## src/rtl/game_phase_sequencer.sv

```systemverilog
`default_nettype none
// +--------------------------------------------------------------------------+
// | game_phase_sequencer: per-frame game phase, lives, timer and step control |
// | Revision 1.0 - initial release                                           |
// +--------------------------------------------------------------------------+
module game_phase_sequencer #(
   parameter int CLOCK_HZ     = 25_000_000,
   parameter int START_LIVES  = 3,
   parameter int TIME_LIMIT   = 300,
   parameter int DEATH_FRAMES = 120,
   parameter int BLINK_FRAMES = 15
) (
   input  logic       vga_clock,
   input  logic       reset,
   input  logic       vsync,
   input  logic       start_button,
   input  logic       hit,
   input  logic       fell,
   input  logic       step_done,
   output logic       step_req,
   output logic [1:0] step_id,
   output logic       load_level,
   output logic [1:0] phase,
   output logic [3:0] lives,
   output logic [9:0] seconds,
   output logic       show_hearts,
   output logic       overrun
);

   localparam int PW = (CLOCK_HZ > 1) ? $clog2(CLOCK_HZ) : 1;
   localparam int DW = $clog2(DEATH_FRAMES + 1);
   localparam int BW = $clog2(BLINK_FRAMES + 1);
   localparam logic [PW-1:0] c_PRESC_MAX = PW'(CLOCK_HZ - 1);
   localparam logic [DW-1:0] c_DEATH_MAX = DW'(DEATH_FRAMES - 1);
   localparam logic [BW-1:0] c_BLINK_MAX = BW'(BLINK_FRAMES - 1);

   typedef enum logic [1:0] {
      TITLE     = 2'd0,
      PLAYING   = 2'd1,
      DYING     = 2'd2,
      GAME_OVER = 2'd3
   } phase_t;

   phase_t          r_phase;
   logic [PW-1:0]   r_presc;
   logic [DW-1:0]   r_death_cnt;
   logic [BW-1:0]   r_blink_cnt;
   logic            r_vsync_prev;
   logic            r_start_prev;

   logic w_tick, w_press, w_accept, w_playing, w_death, w_wrap, w_timeout, w_lose;
   logic w_death_done, w_blink;

   assign phase        = r_phase;
   assign w_tick       = !vsync && r_vsync_prev;
   assign w_press      = start_button && !r_start_prev;
   assign w_accept     = step_req && step_done;
   assign w_playing    = (r_phase == PLAYING);
   assign w_death      = w_playing && w_accept && (step_id == 2'd3) && (hit || fell);
   assign w_wrap       = w_playing && (r_presc == c_PRESC_MAX);
   assign w_timeout    = w_wrap && (seconds == 10'd1);
   // a timeout and a death in the same cycle merge into one life lost
   assign w_lose       = w_death || w_timeout;
   assign w_death_done = w_tick && (r_death_cnt == c_DEATH_MAX);
   assign w_blink      = w_tick && (r_blink_cnt == c_BLINK_MAX);

   always_ff @(posedge vga_clock) begin
      if (!reset) begin
         r_phase      <= TITLE;
         lives        <= 4'(START_LIVES);
         seconds      <= 10'(TIME_LIMIT);
         step_req     <= 1'b0;
         step_id      <= 2'd0;
         load_level   <= 1'b0;
         show_hearts  <= 1'b0;
         overrun      <= 1'b0;
         r_presc      <= '0;
         r_death_cnt  <= '0;
         r_blink_cnt  <= '0;
         r_vsync_prev <= 1'b1;
         r_start_prev <= 1'b1;
      end else begin
         r_vsync_prev <= vsync;
         r_start_prev <= start_button;
         load_level   <= 1'b0;

         // an in-flight step always completes; only continue while still playing
         if (w_accept) begin
            if ((step_id == 2'd3) || !w_playing || w_lose) begin
               step_req <= 1'b0;
               step_id  <= 2'd0;
            end else begin
               step_id <= step_id + 2'd1;
            end
         end else if (w_tick && w_playing && !w_timeout && !step_req) begin
            step_req <= 1'b1;
            step_id  <= 2'd0;
         end
         if (w_tick && w_playing && step_req)
            overrun <= 1'b1;

         case (r_phase)
            TITLE: begin
               if (w_press) begin
                  lives       <= 4'(START_LIVES);
                  seconds     <= 10'(TIME_LIMIT);
                  load_level  <= 1'b1;
                  r_presc     <= '0;
                  show_hearts <= 1'b1;
                  r_phase     <= PLAYING;
               end
            end
            PLAYING: begin
               r_presc <= w_wrap ? '0 : r_presc + 1'b1;
               if (w_wrap && (seconds > 10'd1))
                  seconds <= seconds - 10'd1;
               else if (w_timeout)
                  seconds <= 10'd0;
               if (w_lose) begin
                  lives       <= (lives == 4'd0) ? 4'd0 : lives - 4'd1;
                  show_hearts <= 1'b0;
                  r_death_cnt <= '0;
                  r_blink_cnt <= '0;
                  r_phase     <= DYING;
               end
            end
            DYING: begin
               if (w_death_done) begin
                  if (lives == 4'd0) begin
                     show_hearts <= 1'b0;
                     r_phase     <= GAME_OVER;
                  end else begin
                     seconds     <= 10'(TIME_LIMIT);
                     load_level  <= 1'b1;
                     r_presc     <= '0;
                     show_hearts <= 1'b1;
                     r_phase     <= PLAYING;
                  end
               end else if (w_tick) begin
                  r_death_cnt <= r_death_cnt + 1'b1;
                  if (w_blink) begin
                     show_hearts <= !show_hearts;
                     r_blink_cnt <= '0;
                  end else begin
                     r_blink_cnt <= r_blink_cnt + 1'b1;
                  end
               end
            end
            GAME_OVER: begin
               if (w_press)
                  r_phase <= TITLE;
            end
            default: r_phase <= TITLE;
         endcase
      end
   end

endmodule
`default_nettype wire

```

## config.mk

```make
export PLATFORM = sky130hd
export DESIGN_NAME = game_phase_sequencer
export DESIGN_NICKNAME = d
export VERILOG_FILES = /design/src/rtl/game_phase_sequencer.sv
export SDC_FILE = /design/constraint.sdc
export NUM_CORES = 1
export LEC_CHECK = 0
export BUFFER_PORTS_ARGS = -buffer_cell sky130_fd_sc_hd__buf_2
export CAP_MARGIN = 30
export CELL_PAD_IN_SITES_DETAIL_PLACEMENT = 1
export CELL_PAD_IN_SITES_GLOBAL_PLACEMENT = 2
export CORE_ASPECT_RATIO = 1.25
export CORE_MARGIN = 2
export CORE_UTILIZATION = 33
export CTS_CLUSTER_SIZE = 16
export DETAILED_ROUTE_END_ITERATION = 12
export GPL_TIMING_DRIVEN = 0
export HOLD_SLACK_MARGIN = 0.05
export PLACE_DENSITY = 0.87
export SYNTH_ARGS = -nofsm -noshare
export SYNTH_HDL_FRONTEND = slang
export SYNTH_SLANG_ARGS = --single-unit
```

## constraint.sdc

```tcl
create_clock -name vga_clock -period 1.95 [get_ports vga_clock]
set_input_delay 0.0975 -clock vga_clock [delete_from_list [all_inputs] [get_ports vga_clock]]
set_output_delay 0.0975 -clock vga_clock [all_outputs]
set_load 0.005 [all_outputs]
```

==> run metrics, run 1 <==
post-route ant nets 0; Wirelength per Cell 21.3 um; VDD IR max 0.386 mV; clock buffer count from CTS 9; via count 3711; share of layout cells above drive strength 1 42.4%; row cnt 41; DRT iter0 DRCs 111; r2r endpoint r_presc[11]; clk sinks 60; overall power 3300 uW; CP Capture Type register; port bufs 28; DRC 0; DIE WIDTH 95 um; maximum root-to-sink buffer count 2; Diodes inserted 0; Worst R2R Setup Slack -180 ps; async set-or-reset flop fraction in the synthesized netlist 0%; drt pass-1 iters 4; CP top delay family simple AND/OR/NAND/NOR gates; Synth area leader dfxtp_1; die height 118 um; vias in the first global route 3766; Critical Path RT 2230 ps; HP Start reset; CP cell instances nand4bb_4 -> or4_4 -> a211o_1 -> or4b_1 -> a21oi_1; Slowest Stage Delay on Critical Path 590 ps; Post-synth top cells dfxtp_1, nor2_1, a21oi_1; final WL 13600 um; Fmax 470 MHz; Post-Syn Area per Cell 8.31 um^2; Yosys cell types 62; CP arrival 2410 ps; Syn Nets 425; initial antenna violation count 0; nets 518; grt total ovfl 0; largest net degree at the start of global routing 11; critical path's slowest cell or4_4; Synth Warn # 0; P per Cell Area 630 nW/um^2; dpl ws -706 ps; Hold Crit Class input port to register; clock slew at reported path FFs 60 ps; Slew @ Worst Pin 720 ps; root cell of the clock tree clkbuf_16; CTS tree yes; hold endpoint r_presc[24]; CP startpoint r_death_cnt[3]; DIE AREA 11200 um^2; post-layout min period 2130 ps; most frequent cell after synthesis dfxtp_1; Max Cap Viol 0; synth top area cells dfxtp_1, a21oi_1, nor2_1; Mapped Cells 411; post-DP HPWL 7660 um; Total GRT Usage 22.0%; worst hold stages 3; vias per cell 5.82; Post-synth EDFFs 0; Pleak 0.00187 uW; post-route clock period utilization 109%; register area share after synthesis 35.2%; Synth-to-Final Area Change 53.6%; final RePlAce weighted congestion 0.815; starting density of the core 33.8%; Critical Path Fanout Max 3; final setup vio count 45; synthesized cell area 3420 um^2; clk_lat worst skew 350 ps; Layout fillers 1148; first-pass GRT wire length 19300 um; unrepaired setup endpoints after global routing yes; core region area 10100 um^2; Synth top area share 35.2%; H-Tree Depth 3; crit path buf inv count 0; clock skew 9.83 ps; failing checks setup timing; Critical Path Start Type register; Core Util, Final 51.9%; critical path class register to register; Slew Viols, Final 0; synthesis-stage register bit count 60; outcome complete, but fails checks; I/O Pins 29; leading register cell type out of synthesis dfxtp_1; Final Hold Viols 0; slew margin rel. 52.0%; worst r2r src r_death_cnt[3]; Register-to-Register Path Depth 5; worst setup margin -177 ps
==> per-stage QoR <==
step	setup TNS, ps	instances	area (um^2)	hold slack [ps]
after floorplan	-3.52	411	3460	199
after global placement	-26080	568	3770	324
after detailed placement	-27380	568	3770	339
after CTS	-1630	613	4670	129
after global routing	-6110	638	5250	129
final	-2220	638	5250	118
==> power by group <==
part           leakage (uW)  internal [uW]  switching (uW)
registers          0.000494           1230            10.8
logic               0.00120           87.1             138
clock network      0.000169           1220             617
==> registers in the layout, summed over array words and instances, names as in the netlist, 2 cells and up <==
register     flops
r_presc         25
lives            4
phase            2
step_id          2
seconds         10
r_blink_cnt      4
r_death_cnt      7
==> worst max-delay path by stage <==
stage	end	slack, ps	depth (start not counted)
after detailed placement	r_presc[8]	-710	7
after global placement	r_presc[0]	-680	7
after floorplan	r_presc[11]	-4	6
final	r_presc[11]	-180	5
after CTS	r_presc[11]	-160	6
after global routing	r_presc[11]	-220	6
==> per-layer routing <==
layer  routed length [um]  vias up  share of wire [%]  GRT usage, %
li1                     -     1745                  -             -
met1                 5500     1849                 40          25.7
met2                 7210       82                 53          37.7
met3                  376       35                2.8          3.01
met4                  501        0                3.7          12.2
met5                    0        -                  0             0
==> worst reg2reg max path, stage by stage, from the launching register on <==
cell and delay [ps]:
dfxtp_4 340, nand4bb_4 200, or4_4 590, a211o_1 310, or4b_1 480, a21oi_1 130
==> cells in the final DEF (no fill, tap or decap), types with 4 or more instances in the layout <==
| cell | count |
|---|---|
| o21ai_2 | 4 |
| a2111oi_2 | 4 |
| o211ai_1 | 7 |
| nand3_1 | 20 |
| mux2i_1 | 7 |
| a21oi_1 | 19 |
| nor4_4 | 6 |
| buf_6 | 9 |
| o31ai_1 | 4 |
| dfxtp_4 | 4 |
| buf_8 | 6 |
| dfxtp_2 | 13 |
| dfxtp_1 | 43 |
| a31oi_1 | 7 |
| a21oi_2 | 7 |
| o21ai_0 | 13 |
| or4_4 | 4 |
| a211oi_1 | 5 |
| and3_1 | 5 |
| xor2_1 | 4 |
| or3_1 | 7 |
| buf_2 | 30 |
| nand2_1 | 15 |
| ha_1 | 4 |
| o21ai_1 | 4 |
| a21o_1 | 4 |
| nand3_2 | 4 |
| buf_4 | 48 |
| inv_1 | 15 |
| xnor2_1 | 10 |
| nand3b_1 | 4 |
| nand2b_1 | 5 |
| a21oi_4 | 5 |
| nand4_1 | 9 |
| nor2_1 | 33 |
| clkbuf_16 | 12 |
| nor3_1 | 8 |
==> cell type report <==
cell class | count | area [um^2] | area share, %
clock buffers | 12 | 267 | 5.08
inverters | 15 | 56.3 | 1.07
multi-input cells | 312 | 2590 | 49.5
well taps | 129 | 161 | 3.08
clock inverters | 4 | 70.1 | 1.34
flip-flops and latches | 60 | 1230 | 23.5
repair buffers | 87 | 674 | 12.9
plain buffers | 19 | 189 | 3.60
==> cells by family (layout without fill, tap and decap cells) <==
family	count (synthesis)	count (layout)	synth area share, %
AO/OA/AOI/OAI	116	116	22.7
XOR/XNOR	14	14	3.59
adder cells (fa/ha/maj)	7	7	2.56
buffers and inverters	39	137	4.54
flip-flops	60	60	35.2
multiplexers	8	8	2.34
AND/OR/NAND/NOR	167	167	29.1
==> timing repair <==
action | 4_1_cts | 5_1_grt
gates resized for setup | 75 | 92
hold buffers | 2 | 0
gates cloned | 1 | 2
setup buffers | 30 | 25
pin swaps | 21 | 30
endpoints found under the setup margin | 57 | 55
endpoints found under the hold margin | 2 | 0
No activity file was read; power rests on OpenSTA's default activity.
==> run 2: changes to the inputs <==
==> constraint.sdc (replaced) <==
create_clock -name vga_clock -period 1.7 [get_ports vga_clock]
set_input_delay 0.085 -clock vga_clock [delete_from_list [all_inputs] [get_ports vga_clock]]
set_output_delay 0.085 -clock vga_clock [all_outputs]
set_load 0.005 [all_outputs]
==> run metrics, run 2 (synthesis gave the netlist of run 1 again) <==
Fmax 470 MHz (about the same); overall power 3590 uW (was 3300 uW); vias in the first global route 4032 (was 3766); critical path's slowest cell or4_4 (unchanged); slew margin rel. 44.0% (was 52.0%); critical path class register to register (unchanged); Reg with most FFs r_presc (unchanged); via count 3861 (was 3711); vias per cell 6.06 (was 5.82); final RePlAce weighted congestion 0.806 (was 0.815); H-Tree Depth 3 (unchanged); die height 118 um (unchanged); clk_lat worst skew 340 ps (was 350 ps); drt pass-1 iters 4 (unchanged); outcome complete, but fails checks (unchanged); VDD IR max 0.393 mV (was 0.386 mV); post-route ant nets 0 (unchanged); clk sinks 60 (unchanged); nets 517 (was 518); Final Hold Viols 0 (unchanged); clock skew 9.55 ps (was 9.83 ps); most frequent cells in the layout dfxtp_1, buf_4, nor2_1 (was buf_4, dfxtp_1, nor2_1); Critical Path RT 1970 ps (was 2230 ps); initial antenna violation count 0 (unchanged); I/O Pins 29 (unchanged); largest net degree at the start of global routing 11 (unchanged); clock buffer count from CTS 9 (unchanged); port bufs 28 (unchanged); post-DP HPWL 7830 um (was 7660 um); CP cell instances nand4bb_4 -> or4_4 -> a211o_1 -> or4b_1 -> a21oi_1 (unchanged); CP arrival 2400 ps (was 2410 ps); most common cell after layout, fill and taps aside dfxtp_1 (was buf_4); Wirelength per Cell 22.5 um (was 21.3 um); Max Cap Viol 0 (unchanged); Post-Place Cell Area 3880 um^2 (was 3770 um^2); DIE AREA 11200 um^2 (unchanged); Pleak 0.00191 uW (was 0.00187 uW); row cnt 41 (unchanged); worst setup margin -428 ps (was -177 ps); Total GRT Usage 25.3% (was 22.0%); post-layout min period 2130 ps (about the same); post-route cell area 5410 um^2 (was 5250 um^2); final setup vio count 56 (was 45); root cell of the clock tree clkbuf_16 (unchanged); CTS tree yes (unchanged); Hold Crit Class input port to register (unchanged); grt total ovfl 0 (unchanged); CP Capture Type register (unchanged); final WL 14400 um (was 13600 um); share of layout cells above drive strength 1 44.1% (was 42.4%); failing checks setup timing (unchanged); starting density of the core 33.8% (unchanged); clock slew at reported path FFs 60 ps (about the same); Slew @ Worst Pin 840 ps (was 720 ps); maximum root-to-sink buffer count 2 (unchanged); Slowest Stage Delay on Critical Path 540 ps (was 590 ps); post-route clock period utilization 125% (was 109%); Layout fillers 1096 (was 1148); Critical Path Start Type register (unchanged); unrepaired setup endpoints after global routing yes (unchanged); Slew Viols, Final 0 (unchanged); P per Cell Area 664 nW/um^2 (was 630 nW/um^2); max reg flops 25 (unchanged); DIE WIDTH 95 um (unchanged); core region area 10100 um^2 (unchanged); Synth-to-Final Area Change 58.3% (was 53.6%); DRT iter0 DRCs 247 (was 111); Top Registers r_presc x25, seconds x10, r_death_cnt x7 (unchanged); DRC 0 (unchanged); first-pass GRT wire length 21900 um (was 19300 um); Diodes inserted 0 (unchanged); Critical Path Fanout Max 5 (was 3)
==> run 2: changes by cell type in the layout (fill, tap and decap cells not counted), sizes merged <==
cell	previous run	this run
buf	93	87
bufbuf	1	0
bufinv	2	1
clkbuf	22	28
clkinvlp	0	1
==> run 2: layer usage <==
metal	global-route usage (%)	share of wire, %
met1	29.3	39
met2	42.9	53
met3	4.87	3.9
met4	14.1	3.8
met5	0	0
==> run 2: path summary, 6_finish.rpt <==
path,start,end,slack [ps],depth (start not counted)
worst min-delay path,step_done,step_req,120,4
worst min register to register,overrun,overrun,490,2
worst max register to register,r_death_cnt[3],r_presc[11],-430,5
worst max-delay path,r_death_cnt[3],r_presc[11],-430,5
==> run 2: final cells by class <==
class	instances	area, um^2	share of cell area, %
multi-input cells	312	2740	50.7
flip-flops and latches	60	1240	23.0
repair buffers	82	648	12.0
clock buffers	12	256	4.74
plain buffers	23	251	4.65
well taps	129	161	2.99
inverters	15	58.8	1.09
clock inverters	4	47.5	0.879
==> run 2: repair_timing <==
| item | 4_1_cts | 5_1_grt |
|---|---|---|
| gates resized for setup | 133 | 42 |
| setup buffers | 36 | 13 |
| pin swaps | 33 | 12 |
| gates cloned | 5 | 0 |
| hold buffers | 2 | 0 |
| endpoints found under the setup margin | 57 | 57 |
| endpoints found under the hold margin | 2 | 0 |
==> run 2: worst max-delay path: cells and delay by family, from the launching register on <==
family             cells  cell delay, ps
DFF                    1             370
AOI/OAI and AO/OA      2             410
and+or+nand+nor        3            1290
==> run 2: report_power, final <==
| part | total, uW | switching, uW | internal, uW | leakage [uW] |
|---|---|---|---|---|
| Combinational | 274 | 165 | 109 | 0.00126 |
| Sequential | 1420 | 12.3 | 1410 | 0.000495 |
| Clock | 1900 | 686 | 1210 | 0.000149 |
==> run 2: through the flow <==
| stage | util (%) | instances | TNS [ps] | hold WS (ps) | worst slack [ps] |
|---|---|---|---|---|---|
| finish | 53.5 | 637 | -16650 | 118 | -428 |
| global route | 53.5 | 637 | -21330 | 148 | -494 |
| CTS | 50.7 | 624 | -14070 | 96.2 | -385 |
| detailed placement | 38.4 | 568 | -44580 | 309 | -1190 |
| global placement | 38.4 | 568 | -40610 | 308 | -1120 |
| floorplan | - | 411 | -5640 | 186 | -254 |
==> run 3: changes to the inputs <==
--- a/config.mk
+++ b/config.mk
@@ -5,7 +5,7 @@
 export SDC_FILE = /design/constraint.sdc
 export NUM_CORES = 1
 export LEC_CHECK = 0
-export BUFFER_PORTS_ARGS = -buffer_cell sky130_fd_sc_hd__buf_2
+export BUFFER_PORTS_ARGS = -buffer_cell sky130_fd_sc_hd__clkbuf_2
 export CAP_MARGIN = 30
 export CELL_PAD_IN_SITES_DETAIL_PLACEMENT = 1
 export CELL_PAD_IN_SITES_GLOBAL_PLACEMENT = 2
@@ -16,7 +16,8 @@
 export DETAILED_ROUTE_END_ITERATION = 12
 export GPL_TIMING_DRIVEN = 0
 export HOLD_SLACK_MARGIN = 0.05
-export PLACE_DENSITY = 0.87
+export PLACE_DENSITY_LB_ADDON = 0.1
+export SKIP_LAST_GASP = 1
 export SYNTH_ARGS = -nofsm -noshare
 export SYNTH_HDL_FRONTEND = slang
 export SYNTH_SLANG_ARGS = --single-unit
==> run metrics, run 3 (synthesis gave the netlist of run 1 again) <==
final WL 13600 um (was 14400 um); Critical Path RT 1960 ps (was 1970 ps); DRT iter0 DRCs 148 (was 247); unrepaired setup endpoints after global routing yes (unchanged); via count 3790 (was 3861); Hold Crit Class input port to register (unchanged); starting density of the core 33.8% (unchanged); Sum Neg Setup Slack -14200 ps (was -16650 ps); placed insts 568 (unchanged); Synth-to-Final Area Change 66.2% (was 58.3%); DRC 0 (unchanged); Worst R2R Setup Slack -420 ps (was -430 ps); Diodes inserted 0 (unchanged); drt pass-1 iters 4 (unchanged); Max Cap Viol 0 (unchanged); Critical Path Start Type register (unchanged); max reg flops 25 (unchanged); Pleak 0.00203 uW (was 0.00191 uW); slew margin rel. 50.4% (was 44.0%); Wirelength per Cell 20.7 um (was 22.5 um); failing checks setup timing (unchanged); die height 118 um (unchanged); most common cell after layout, fill and taps aside buf_4 (was dfxtp_1); vias in the first global route 3831 (was 4032); clk sinks 60 (unchanged); Top Registers r_presc x25, seconds x10, r_death_cnt x7 (unchanged); Fin Hold WS 127 ps (was 118 ps); DIE AREA 11200 um^2 (unchanged); Slew Viols, Final 0 (unchanged); CP Capture Type register (unchanged); Final Hold Viols 0 (unchanged); worst setup margin -419 ps (was -428 ps); final RePlAce weighted congestion 0.822 (was 0.806); initial antenna violation count 0 (unchanged); vias per cell 5.78 (was 6.06); fin cells 656 (was 637); CTS tree yes (unchanged); CP arrival 2380 ps (was 2400 ps); Slew @ Worst Pin 744 ps (was 840 ps); core region area 10100 um^2 (unchanged); Critical Path Fanout Max 7 (was 5); outcome complete, but fails checks (unchanged); DIE WIDTH 95 um (unchanged); post-route ant nets 0 (unchanged); Reg with most FFs r_presc (unchanged); H-Tree Depth 3 (unchanged); maximum root-to-sink buffer count 2 (unchanged); post-layout min period 2120 ps (was 2130 ps); final setup vio count 56 (unchanged); Core Util, Final 56.2% (was 53.5%); root cell of the clock tree clkbuf_16 (unchanged); port bufs 28 (unchanged); P per Cell Area 633 nW/um^2 (was 664 nW/um^2); first-pass GRT wire length 20600 um (was 21900 um); post-DP HPWL 8050 um (was 7830 um); VDD IR max 0.435 mV (was 0.393 mV); most frequent cells in the layout buf_4, dfxtp_1, nor2_1 (was dfxtp_1, buf_4, nor2_1); Fmax 472 MHz (was 470 MHz); I/O Pins 29 (unchanged); clk_lat worst skew 330 ps (was 340 ps); grt total ovfl 0 (unchanged); critical path class register to register (unchanged); nets 536 (was 517); row cnt 41 (unchanged); Total GRT Usage 24.0% (was 25.3%); share of layout cells above drive strength 1 50.3% (was 44.1%); clock slew at reported path FFs 50 ps (was 60 ps); clock buffer count from CTS 9 (unchanged); post-route clock period utilization 125% (about the same); largest net degree at the start of global routing 11 (unchanged); clock skew 4.07 ps (was 9.55 ps)
[run 3: cell count changes in the layout (fill, tap and decap cells not counted), moves of 4 or more]
cell	change
clkbuf_2	+27
buf_6	+9
buf_4	+10
nand3_1	-4
buf_2	-29
a21oi_2	+5
[run 3: path summary, 6_finish.rpt]
path	cells past startpoint	endpoint	startpoint
setup / recovery	5	r_presc[11]	r_presc[2]
hold / removal	3	seconds[7]	reset
setup reg to reg	5	r_presc[11]	r_presc[2]
hold reg to reg	1	step_id[0]	step_id[0]
[run 3: worst max-delay path, stage by stage (launching register included)]
cell	delay, ps
dfxtp_1	420
and3_1	270
nand2_1	320
a211o_1	400
or4b_1	490
a21oi_1	130
[run 3: timing repair]
item / 4_1_cts / 5_1_grt
gates cloned: 4 / 1
pin swaps: 45 / 38
setup buffers: 49 / 21
hold endpoints to repair: 2 / 0
resized for setup: 152 / 53
hold buffers: 2 / 0
endpoints found under the setup margin: 57 / 57
[run 3: per-stage QoR]
step	cell area, um^2	worst slack, ps	total power [uW]
2_1_floorplan	3580	-254	1560
3_3_place_gp	3880	-1140	1630
3_5_place_dp	3880	-1180	1630
4_1_cts	5280	-374	3600
5_1_grt	5680	-479	3720
6_report	5680	-419	3590
[run 3: layout make-up]
class,instances,area (um^2)
inverter,15,61.3
clock buffer,11,253
clock inverter,5,50.0
multi-input combinational,312,2780
sequential,60,1250
timing repair buffer,104,887
buffer,20,233
fill,1101,4430
tap,129,161
[run 3: metal layers]
| metal | vias to the layer above | global-route usage (%) | part of all wire (%) |
|---|---|---|---|
| met2 | 93 | 41.5 | 52 |
| met3 | 32 | 4.10 | 2.7 |
| met1 | 1877 | 29.3 | 42 |
| met4 | 0 | 8.51 | 3.7 |
| met5 | - | 0 | 0 |
| li1 | 1788 | - | - |
[run 3: where the power goes]
group / total, uW / switching (uW) / leakage (uW) / internal [uW]
Combinational: 293 / 167 / 0.00138 / 126
Sequential: 1420 / 13.3 / 0.000497 / 1410
Clock: 1880 / 673 / 0.000155 / 1200
